--- src/rtl/wave_sweep_reader_if.sv ---
// ---------------------------------------------------------------------------
// wave_sweep_reader_if
//   Bundles the sample-RAM read bus and the segment stream of the waveform
//   sweep reader into one interface.
//
//   Signals
//     read_address  RAM read address {buf_sel, addr}        (reader -> RAM)
//     read_data     RAM read data, RAM_LAT cycles later     (RAM -> reader)
//     seg_valid     segment available                       (reader -> renderer)
//     seg_ready     renderer accepts the segment            (renderer -> reader)
//     seg_x         sample index of seg_y_curr              (reader -> renderer)
//     seg_y_prev    sample at seg_x-1                       (reader -> renderer)
//     seg_y_curr    sample at seg_x                         (reader -> renderer)
//
//   Modports
//     master  the sweep reader itself
//     slave   the RAM plus renderer side
// ---------------------------------------------------------------------------
interface wave_sweep_reader_if #(
    parameter int ADDR_W = 8,
    parameter int DATA_W = 8
);
    logic [ADDR_W:0]   read_address;
    logic [DATA_W-1:0] read_data;
    logic              seg_valid;
    logic              seg_ready;
    logic [ADDR_W-1:0] seg_x;
    logic [DATA_W-1:0] seg_y_prev;
    logic [DATA_W-1:0] seg_y_curr;

    modport master (
        output read_address,
        input  read_data,
        output seg_valid,
        input  seg_ready,
        output seg_x,
        output seg_y_prev,
        output seg_y_curr
    );

    modport slave (
        input  read_address,
        output read_data,
        input  seg_valid,
        output seg_ready,
        input  seg_x,
        input  seg_y_prev,
        input  seg_y_curr
    );
endinterface

--- src/rtl/wave_sweep_reader.sv ---
// ---------------------------------------------------------------------------
// wave_sweep_reader
//   Read side of the double-buffered sample RAM. Once per frame it sweeps the
//   buffer half chosen by read_index_i, reading samples 0..2^ADDR_W-1. It
//   emits one segment (x, y[x-1], y[x]) per sample from x=1 upwards over a
//   valid/ready stream. While it is idle it raises wave_display_idle_o, which
//   lets the capture block swap buffer halves.
//
//   Ports
//     clk                  system clock
//     reset_n              synchronous reset, active low
//     frame_start_i        start-of-frame pulse, only honoured while idle
//     read_index_i         buffer half to sweep, latched at frame start
//     wave_display_idle_o  high exactly while the reader is idle
//     bus                  RAM read bus and segment stream (master side)
// ---------------------------------------------------------------------------
module wave_sweep_reader #(
    parameter int ADDR_W  = 8,
    parameter int DATA_W  = 8,
    parameter int RAM_LAT = 1
) (
    input  logic                  clk,
    input  logic                  reset_n,
    input  logic                  frame_start_i,
    input  logic                  read_index_i,
    output logic                  wave_display_idle_o,
    wave_sweep_reader_if.master   bus
);

    localparam int LAT_W = (RAM_LAT < 2) ? 1 : $clog2(RAM_LAT + 1);
    localparam logic [LAT_W-1:0]  LAT_LAST  = LAT_W'(RAM_LAT);
    localparam logic [ADDR_W-1:0] ADDR_LAST = '1;

    typedef enum logic [1:0] {
        IDLE,
        FETCH,
        PRESENT
    } state_t;

    state_t            state_q,   state_d;
    logic              bufSel_q,  bufSel_d;
    logic [ADDR_W-1:0] addr_q,    addr_d;
    logic [LAT_W-1:0]  lat_q,     lat_d;
    logic [DATA_W-1:0] prev_q,    prev_d;
    logic [DATA_W-1:0] curr_q,    curr_d;

    // State register. Reset is synchronous, so a reset in the middle of a
    // frame simply drops the reader back to IDLE with every register cleared;
    // the pending segment is never handed over.
    always_ff @(posedge clk) begin
        if (!reset_n) begin
            state_q  <= IDLE;
            bufSel_q <= 1'b0;
            addr_q   <= '0;
            lat_q    <= '0;
            prev_q   <= '0;
            curr_q   <= '0;
        end else begin
            state_q  <= state_d;
            bufSel_q <= bufSel_d;
            addr_q   <= addr_d;
            lat_q    <= lat_d;
            prev_q   <= prev_d;
            curr_q   <= curr_d;
        end
    end

    // Next-state logic. In FETCH the address is held for RAM_LAT+1 cycles and
    // the data is captured on the last of them, when lat reaches RAM_LAT.
    // Sample 0 only primes prev, so the first segment appears at x=1. The
    // buffer half is captured once at frame start and never touched again
    // until the next frame, so capture may flip read_index freely mid-sweep.
    // The sweep stops at the all-ones address instead of wrapping.
    always_comb begin
        state_d  = state_q;
        bufSel_d = bufSel_q;
        addr_d   = addr_q;
        lat_d    = lat_q;
        prev_d   = prev_q;
        curr_d   = curr_q;
        case (state_q)
            IDLE: begin
                if (frame_start_i) begin
                    bufSel_d = read_index_i;
                    addr_d   = '0;
                    lat_d    = '0;
                    state_d  = FETCH;
                end
            end
            FETCH: begin
                if (lat_q == LAT_LAST) begin
                    if (addr_q == '0) begin
                        prev_d = bus.read_data;
                        addr_d = ADDR_W'(1);
                        lat_d  = '0;
                    end else begin
                        curr_d  = bus.read_data;
                        state_d = PRESENT;
                    end
                end else begin
                    lat_d = lat_q + 1'b1;
                end
            end
            PRESENT: begin
                if (bus.seg_ready) begin
                    prev_d = curr_q;
                    if (addr_q == ADDR_LAST) begin
                        state_d = IDLE;
                    end else begin
                        addr_d  = addr_q + 1'b1;
                        lat_d   = '0;
                        state_d = FETCH;
                    end
                end
            end
            default: begin
                state_d = IDLE;
            end
        endcase
    end

    // Outputs come straight from registers only. seg_valid depends on the
    // state alone, so there is no combinational path from seg_ready back to
    // seg_valid, and the segment fields stay frozen while the renderer
    // stalls. read_address keeps its last value while idle.
    always_comb begin
        bus.read_address    = {bufSel_q, addr_q};
        bus.seg_valid       = (state_q == PRESENT);
        bus.seg_x           = addr_q;
        bus.seg_y_prev      = prev_q;
        bus.seg_y_curr      = curr_q;
        wave_display_idle_o = (state_q == IDLE);
    end

endmodule

--- src/flat_wrapper.sv ---
// flat-port wrapper written by rule: the top's interface ports become plain ports
module wave_sweep_reader_flat 
#(
    parameter int ADDR_W  = 8,
    parameter int DATA_W  = 8,
    parameter int RAM_LAT = 1
)
  (clk, reset_n, frame_start_i, read_index_i, wave_display_idle_o, bus_read_address, bus_read_data, bus_seg_valid, bus_seg_ready, bus_seg_x, bus_seg_y_prev, bus_seg_y_curr);
  wave_sweep_reader_if #(.ADDR_W(ADDR_W), .DATA_W(DATA_W)) bus_i ();
  input  logic clk;
  input  logic reset_n;
  input  logic frame_start_i;
  input  logic read_index_i;
  output logic wave_display_idle_o;
  output wire logic [$bits(bus_i.read_address)-1:0] bus_read_address;
  input wire logic [$bits(bus_i.read_data)-1:0] bus_read_data;
  output wire logic [$bits(bus_i.seg_valid)-1:0] bus_seg_valid;
  input wire logic [$bits(bus_i.seg_ready)-1:0] bus_seg_ready;
  output wire logic [$bits(bus_i.seg_x)-1:0] bus_seg_x;
  output wire logic [$bits(bus_i.seg_y_prev)-1:0] bus_seg_y_prev;
  output wire logic [$bits(bus_i.seg_y_curr)-1:0] bus_seg_y_curr;
  assign bus_read_address = bus_i.read_address;
  assign bus_i.read_data = bus_read_data;
  assign bus_seg_valid = bus_i.seg_valid;
  assign bus_i.seg_ready = bus_seg_ready;
  assign bus_seg_x = bus_i.seg_x;
  assign bus_seg_y_prev = bus_i.seg_y_prev;
  assign bus_seg_y_curr = bus_i.seg_y_curr;
  wave_sweep_reader #(.ADDR_W(ADDR_W), .DATA_W(DATA_W), .RAM_LAT(RAM_LAT)) u_core (.clk(clk), .reset_n(reset_n), .frame_start_i(frame_start_i), .read_index_i(read_index_i), .wave_display_idle_o(wave_display_idle_o), .bus(bus_i));
endmodule
--- config.mk ---
export PLATFORM = sky130hd
export DESIGN_NAME = wave_sweep_reader_flat
export DESIGN_NICKNAME = d
export VERILOG_FILES = /design/src/rtl/wave_sweep_reader_if.sv /design/src/rtl/wave_sweep_reader.sv /design/src/flat_wrapper.sv
export SDC_FILE = /design/constraint.sdc
export NUM_CORES = 1
export LEC_CHECK = 0
export BUFFER_PORTS_ARGS = -buffer_cell sky130_fd_sc_hd__buf_2
export CORE_MARGIN = 2
export CORE_UTILIZATION = 45
export DETAILED_ROUTE_END_ITERATION = 12
export PLACE_DENSITY = 0.71
export SLEW_MARGIN = 20
export SYNTH_ARGS = -nofsm -noshare
export SYNTH_HDL_FRONTEND = slang
export SYNTH_SLANG_ARGS = --single-unit
--- constraint.sdc ---
create_clock -name clk -period 2.9 [get_ports clk]
set_input_delay 0.145 -clock clk [delete_from_list [all_inputs] [get_ports clk]]
set_output_delay 0.145 -clock clk [all_outputs]
set_load 0.01 [all_outputs]
# ---- Yosys cells after proc, flatten, opt, wreduce, memory -nomap -nowiden
# Cells that the tools add are included.
dict set report classes {
  add_sub_neg 2
  n_eq_ne 9
  muxes 22
  n_bitwise 1
  n_reduce_logical 10
}
# cell count
set ops {}
lappend ops {{2-to-1 mux 8 bit} 8}
lappend ops {{case mux 8 bit (3 select lines)} 1}
lappend ops {{case mux 8 bit (2 select lines)} 1}
lappend ops {{AND reduction 4 bit} 3}
lappend ops {{adder 8 x 1 -> 8 bit, second input constant} 1}
lappend ops {{equality test 8 bit, second input constant} 1}
lappend ops {{zero test 8 bit} 1}
lappend ops {{2-to-1 mux 2 bit} 4}
lappend ops {{2-to-1 mux 1 bit} 6}
lappend ops {{!= test 2 x 1 -> 1 bit, second input constant} 3}
lappend ops {{!= test 2 bit, second input constant} 3}
lappend ops {{case mux 2 bit (3 select lines)} 1}
lappend ops {{AND reduction 6 bit} 1}
lappend ops {{case mux 1 bit (3 select lines)} 1}
lappend ops {{AND reduction 3 bit} 1}
lappend ops {{nonzero test 3 bit} 1}
lappend ops {{equality test 2 x 1 -> 1 bit, second input constant} 1}
lappend ops {{equality test 2 bit, second input constant} 1}
lappend ops {{zero test 2 bit} 1}
lappend ops {{AND reduction 2 bit} 1}
lappend ops {{nonzero test 2 bit} 1}
lappend ops {{adder 1 bit, second input constant} 1}
lappend ops {{NOT 1 bit} 1}
dict set report totals {
  regBits 28
  inputBits 13
}

# ---- Longest topological paths before layout
dict set report logic_depth {
  ltp_word 4
  mapped_depth 8
}

# ---- Worst setup path after synthesis
# Ideal clock, no wire load.
dict set report synth_path {
  kind {flip-flop to flip-flop}
  start {register u_core.addr_q[4] (netlist: u_core.bus.seg_x[4])}
  end {register u_core.addr_q[7] (netlist: u_core.bus.seg_x[7])}
  setup_time_ns 0.101
  arrival_time_ns 2.152
  required_time_ns 2.799
  slack_ns 0.647
  stages_incl_launch_ff 7
  n_path_buf 2
  period_less_slack_ns 2.253
  cell_sequence {dfxtp_1 > or4_1 > buf_2 > o31a_1 > or4_1 > buf_2 > o41ai_1}
}
dict set report synth_via {
  elab_chain_cells 4
  word_cells_on_any_way 9
}
# item line
set synth_rtl {}
lappend synth_rtl {{start, declared} wave_sweep_reader.sv:42} ;# logic [ADDR_W-1:0] addr_q, addr_d;
lappend synth_rtl {{start signal, assigned} wave_sweep_reader.sv:61} ;# addr_q <= addr_d;
lappend synth_rtl {{adder 8 x 1 -> 8 bit} wave_sweep_reader.sv:110} ;# addr_d = addr_q + 1'b1;
lappend synth_rtl {{2-to-1 mux 8 bit} wave_sweep_reader.sv:107} ;# if (addr_q == ADDR_LAST) begin
lappend synth_rtl {{2-to-1 mux 8 bit} wave_sweep_reader.sv:105} ;# if (bus.seg_ready) begin
lappend synth_rtl {{case mux 8 bit (3 select lines)} wave_sweep_reader.sv:81} ;# case (state_q)
# Parallel ways exist; a longest one is shown, timed or not. The select of a mux whose other input is x is not followed.
# A chain may end at the register's enable or synchronous reset.

# ---- Final worst setup path
dict set report layout_path {
  start {register u_core.addr_q[6] (netlist: u_core.bus.seg_x[6])}
  end {register u_core.addr_q[7] (netlist: u_core.bus.seg_x[7])}
}
# Same word-level chain as after synthesis.

==> results.cfg <==
[synthesis]
ys_ff_latch = 28
syn-mean-instance-area_sq_um = 9.06
synth_top_area_frac = 0.354
yosysMostFrequentCell = dfxtp_1
synth-edff-count = 0
ys_seq_area_frac = 0.354
synth_area_leaders = dfxtp_1, mux2i_1, a21oi_1, buf_4, ha_1
synth_nets = 194
synth_top_cells_by_count = dfxtp_1, mux2i_1, a21oi_1, nor2_1, buf_4
syn_area_sq_um = 1590
yosysTopAreaCell = dfxtp_1
synth_cell_types = 39
syn_inst = 175
ys_warn_count = 0
ys.flop_type = dfxtp_1
async_reset_ff_frac = 0

[min_path]
min_path_cells = 3
min_delay_worst_endpoint = u_core.bus.seg_y_curr[3]
hold_class = input port to flop
min_from = bus_read_data[3]

[detailed_routing]
routedWlPerCell_um = 13.5
drc = 0
via_count = 1372
vias_per_cell = 5.42
drt-initial-drc-count = 39
wl_mm = 3.41
antenna_left = 0
drtPass1Iterations = 4

[setup_path]
r2r_cells = 4
crit_type = flop to flop
crit_required_ns = 3.14
cp-start-kind = flop
crit_path_max_fanout = 11
r2r_end = u_core.bus.seg_x[7]
end_kind = flop
worst-endpoint-arrival_ns = 2.76
timing.rr.start = u_core.bus.seg_x[6]
reg2reg_slack_ns = 0.38

[grt]
grt_pass1_wl_mm = 5.67
first_global_vias = 1246
antenna_found_initial = 0
grt_usage = 0.169
grt_max_degree = 24
grt_overflow_total = 0

[clock_tree]
root_buffer = clkbuf_4
cts_made_buffers = 3
htree_levels = 1
cts_tree = built
insertion_delay_ns = 0.33
cts_setup_buffers = 0
cts_repair_resize_count = 0
ctsHoldBuffers = 0
clock_path_buffers = 2
clk_pin_slew_ns = 0.16
clock_sinks = 28

[place]
dp_hpwl_mm = 2.48
pre_cts_ws_ns = 0.430
gp_congestion = 0.796
io_buffer_count = 47

[finish]
diodes = 0
nFillCells = 354
regArea_sq_um = 561
nets = 227
drive_gt1_frac = 0.304
syn_to_final_growth_pct = 12.9
multi_input_area_sq_um = 831

[timing]
final-max-slew-violation-count = 0
setup_slack_ns = 0.379
hold_viol_final = 0
max_freq_mhz = 397
timing.final.crit_period_ns = 2.52
tightest_slew_ns = 0.744
grt_setup_unrepaired = false
timing.hold.ws_ns = 0.0511
setup_tns_ns = 0
skew_ns = 0.00828
finalSetupViolations = 0
fin_crit_sh = 0.869
relSlewSlack = 0.503

[status]
status = completed

[floorplanning]
num_io_pins = 48
rows = 21
die_area_sq_um = 4010
start_util = 0.471
die_w_um = 63.4
core_area_sq_um = 3360
die_h_um = 63.4

[power_and_ir_drop]
p_leak_nw = 0.857
pwr_density_cell_nw_per_um2 = 609
ir_drop_v = 0.000364

[job]
timing.max_cap.violations = 0
## critical path, stage by stage (launching register included)
cell and delay, ns:
dfxtp_1 0.40, or4_1 0.61, o31a_1 0.45, or4_1 0.64
o41ai_1 0.33
## registers in the layout, indices dropped and copies added, names as in the netlist
| signal | cells |
|---|---|
| u_core.bus.seg_y_curr | 8 |
| u_core.lat_q | 1 |
| u_core.bufSel_q | 1 |
| u_core.bus.seg_y_prev | 8 |
| u_core.state_q | 2 |
| u_core.bus.seg_x | 8 |
## per-stage QoR
| step | instance area, sq um | utilization | total power, W | std cells |
|---|---|---|---|---|
| after floorplan | 1590 | - | 0.000761 | 175 |
| after global placement | 1740 | 0.516 | 0.000836 | 249 |
| after detailed placement | 1740 | 0.516 | 0.000838 | 249 |
| after CTS | 1790 | 0.532 | 0.00109 | 253 |
| after global routing | 1790 | 0.532 | 0.00115 | 253 |
| final | 1790 | 0.532 | 0.00109 | 253 |
## worst max-delay path by stage
| stage | from | endpoint | slack (ns) | depth (start not counted) |
|---|---|---|---|---|
| floorplan | u_core.bus.seg_x[4] | u_core.bus.seg_x[7] | 0.65 | 6 |
| finish | u_core.bus.seg_x[6] | u_core.bus.seg_x[7] | 0.38 | 4 |
| detailed placement | u_core.bus.seg_x[6] | u_core.bus.seg_x[7] | 0.43 | 4 |
| CTS | u_core.bus.seg_x[6] | u_core.bus.seg_x[7] | 0.39 | 4 |
| global route | u_core.bus.seg_x[0] | u_core.bus.seg_x[4] | 0.23 | 6 |
| global placement | u_core.bus.seg_x[6] | u_core.bus.seg_x[7] | 0.47 | 4 |
## layer usage
layer / vias to the layer above / share of wire / global-route usage
met1: 645 / 0.47 / 0.223
met5: - / 0 / 0
li1: 694 / - / -
met4: 0 / 0.0038 / 0.0326
met3: 2 / 0.047 / 0.0268
met2: 31 / 0.48 / 0.292
## logic make-up after synthesis
| kind of cell | Yosys count | synth area share |
|---|---|---|
| buffers and inverters | 30 | 0.122 |
| flip-flops | 28 | 0.354 |
| AND/OR/NAND/NOR | 47 | 0.168 |
| adder cells (fa/ha/maj) | 6 | 0.0474 |
| multiplexers | 18 | 0.114 |
| AO/OA/AOI/OAI | 46 | 0.194 |
## cells in the final DEF (no fill, tap or decap), drive strengths merged, types with 2 or more instances in the layout
cell type  synthesis  routed
buf               13      50
dfxtp             28      28
mux2i             17      17
a21oi             16      16
nor2              11      11
inv                8       8
nand2              8       8
a211oi             8       8
ha                 6       6
o22ai              5       5
o21ai              5       5
or4                4       4
nor4               4       4
o41ai              4       4
and2               4       4
nand3              3       3
clkbuf             9       3
o31ai              3       3
nand3b             2       2
nand4b             2       2
and3               2       2
## layout make-up
class / instances / area share
Multi-Input combinational cell: 117 / 0.464
Sequential cell: 28 / 0.313
Timing Repair Buffer: 50 / 0.144
Tap cell: 46 / 0.0322
Clock inverter: 1 / 0.0168
Inverter: 8 / 0.0168
Clock buffer: 3 / 0.0126
## power breakdown
part           total (W)  switching, W  internal, W
combinational   0.000371      0.000226     0.000146
sequential      0.000462     0.0000294     0.000433
clock           0.000256      0.000116     0.000140
(Power assumes the default switching activity.)
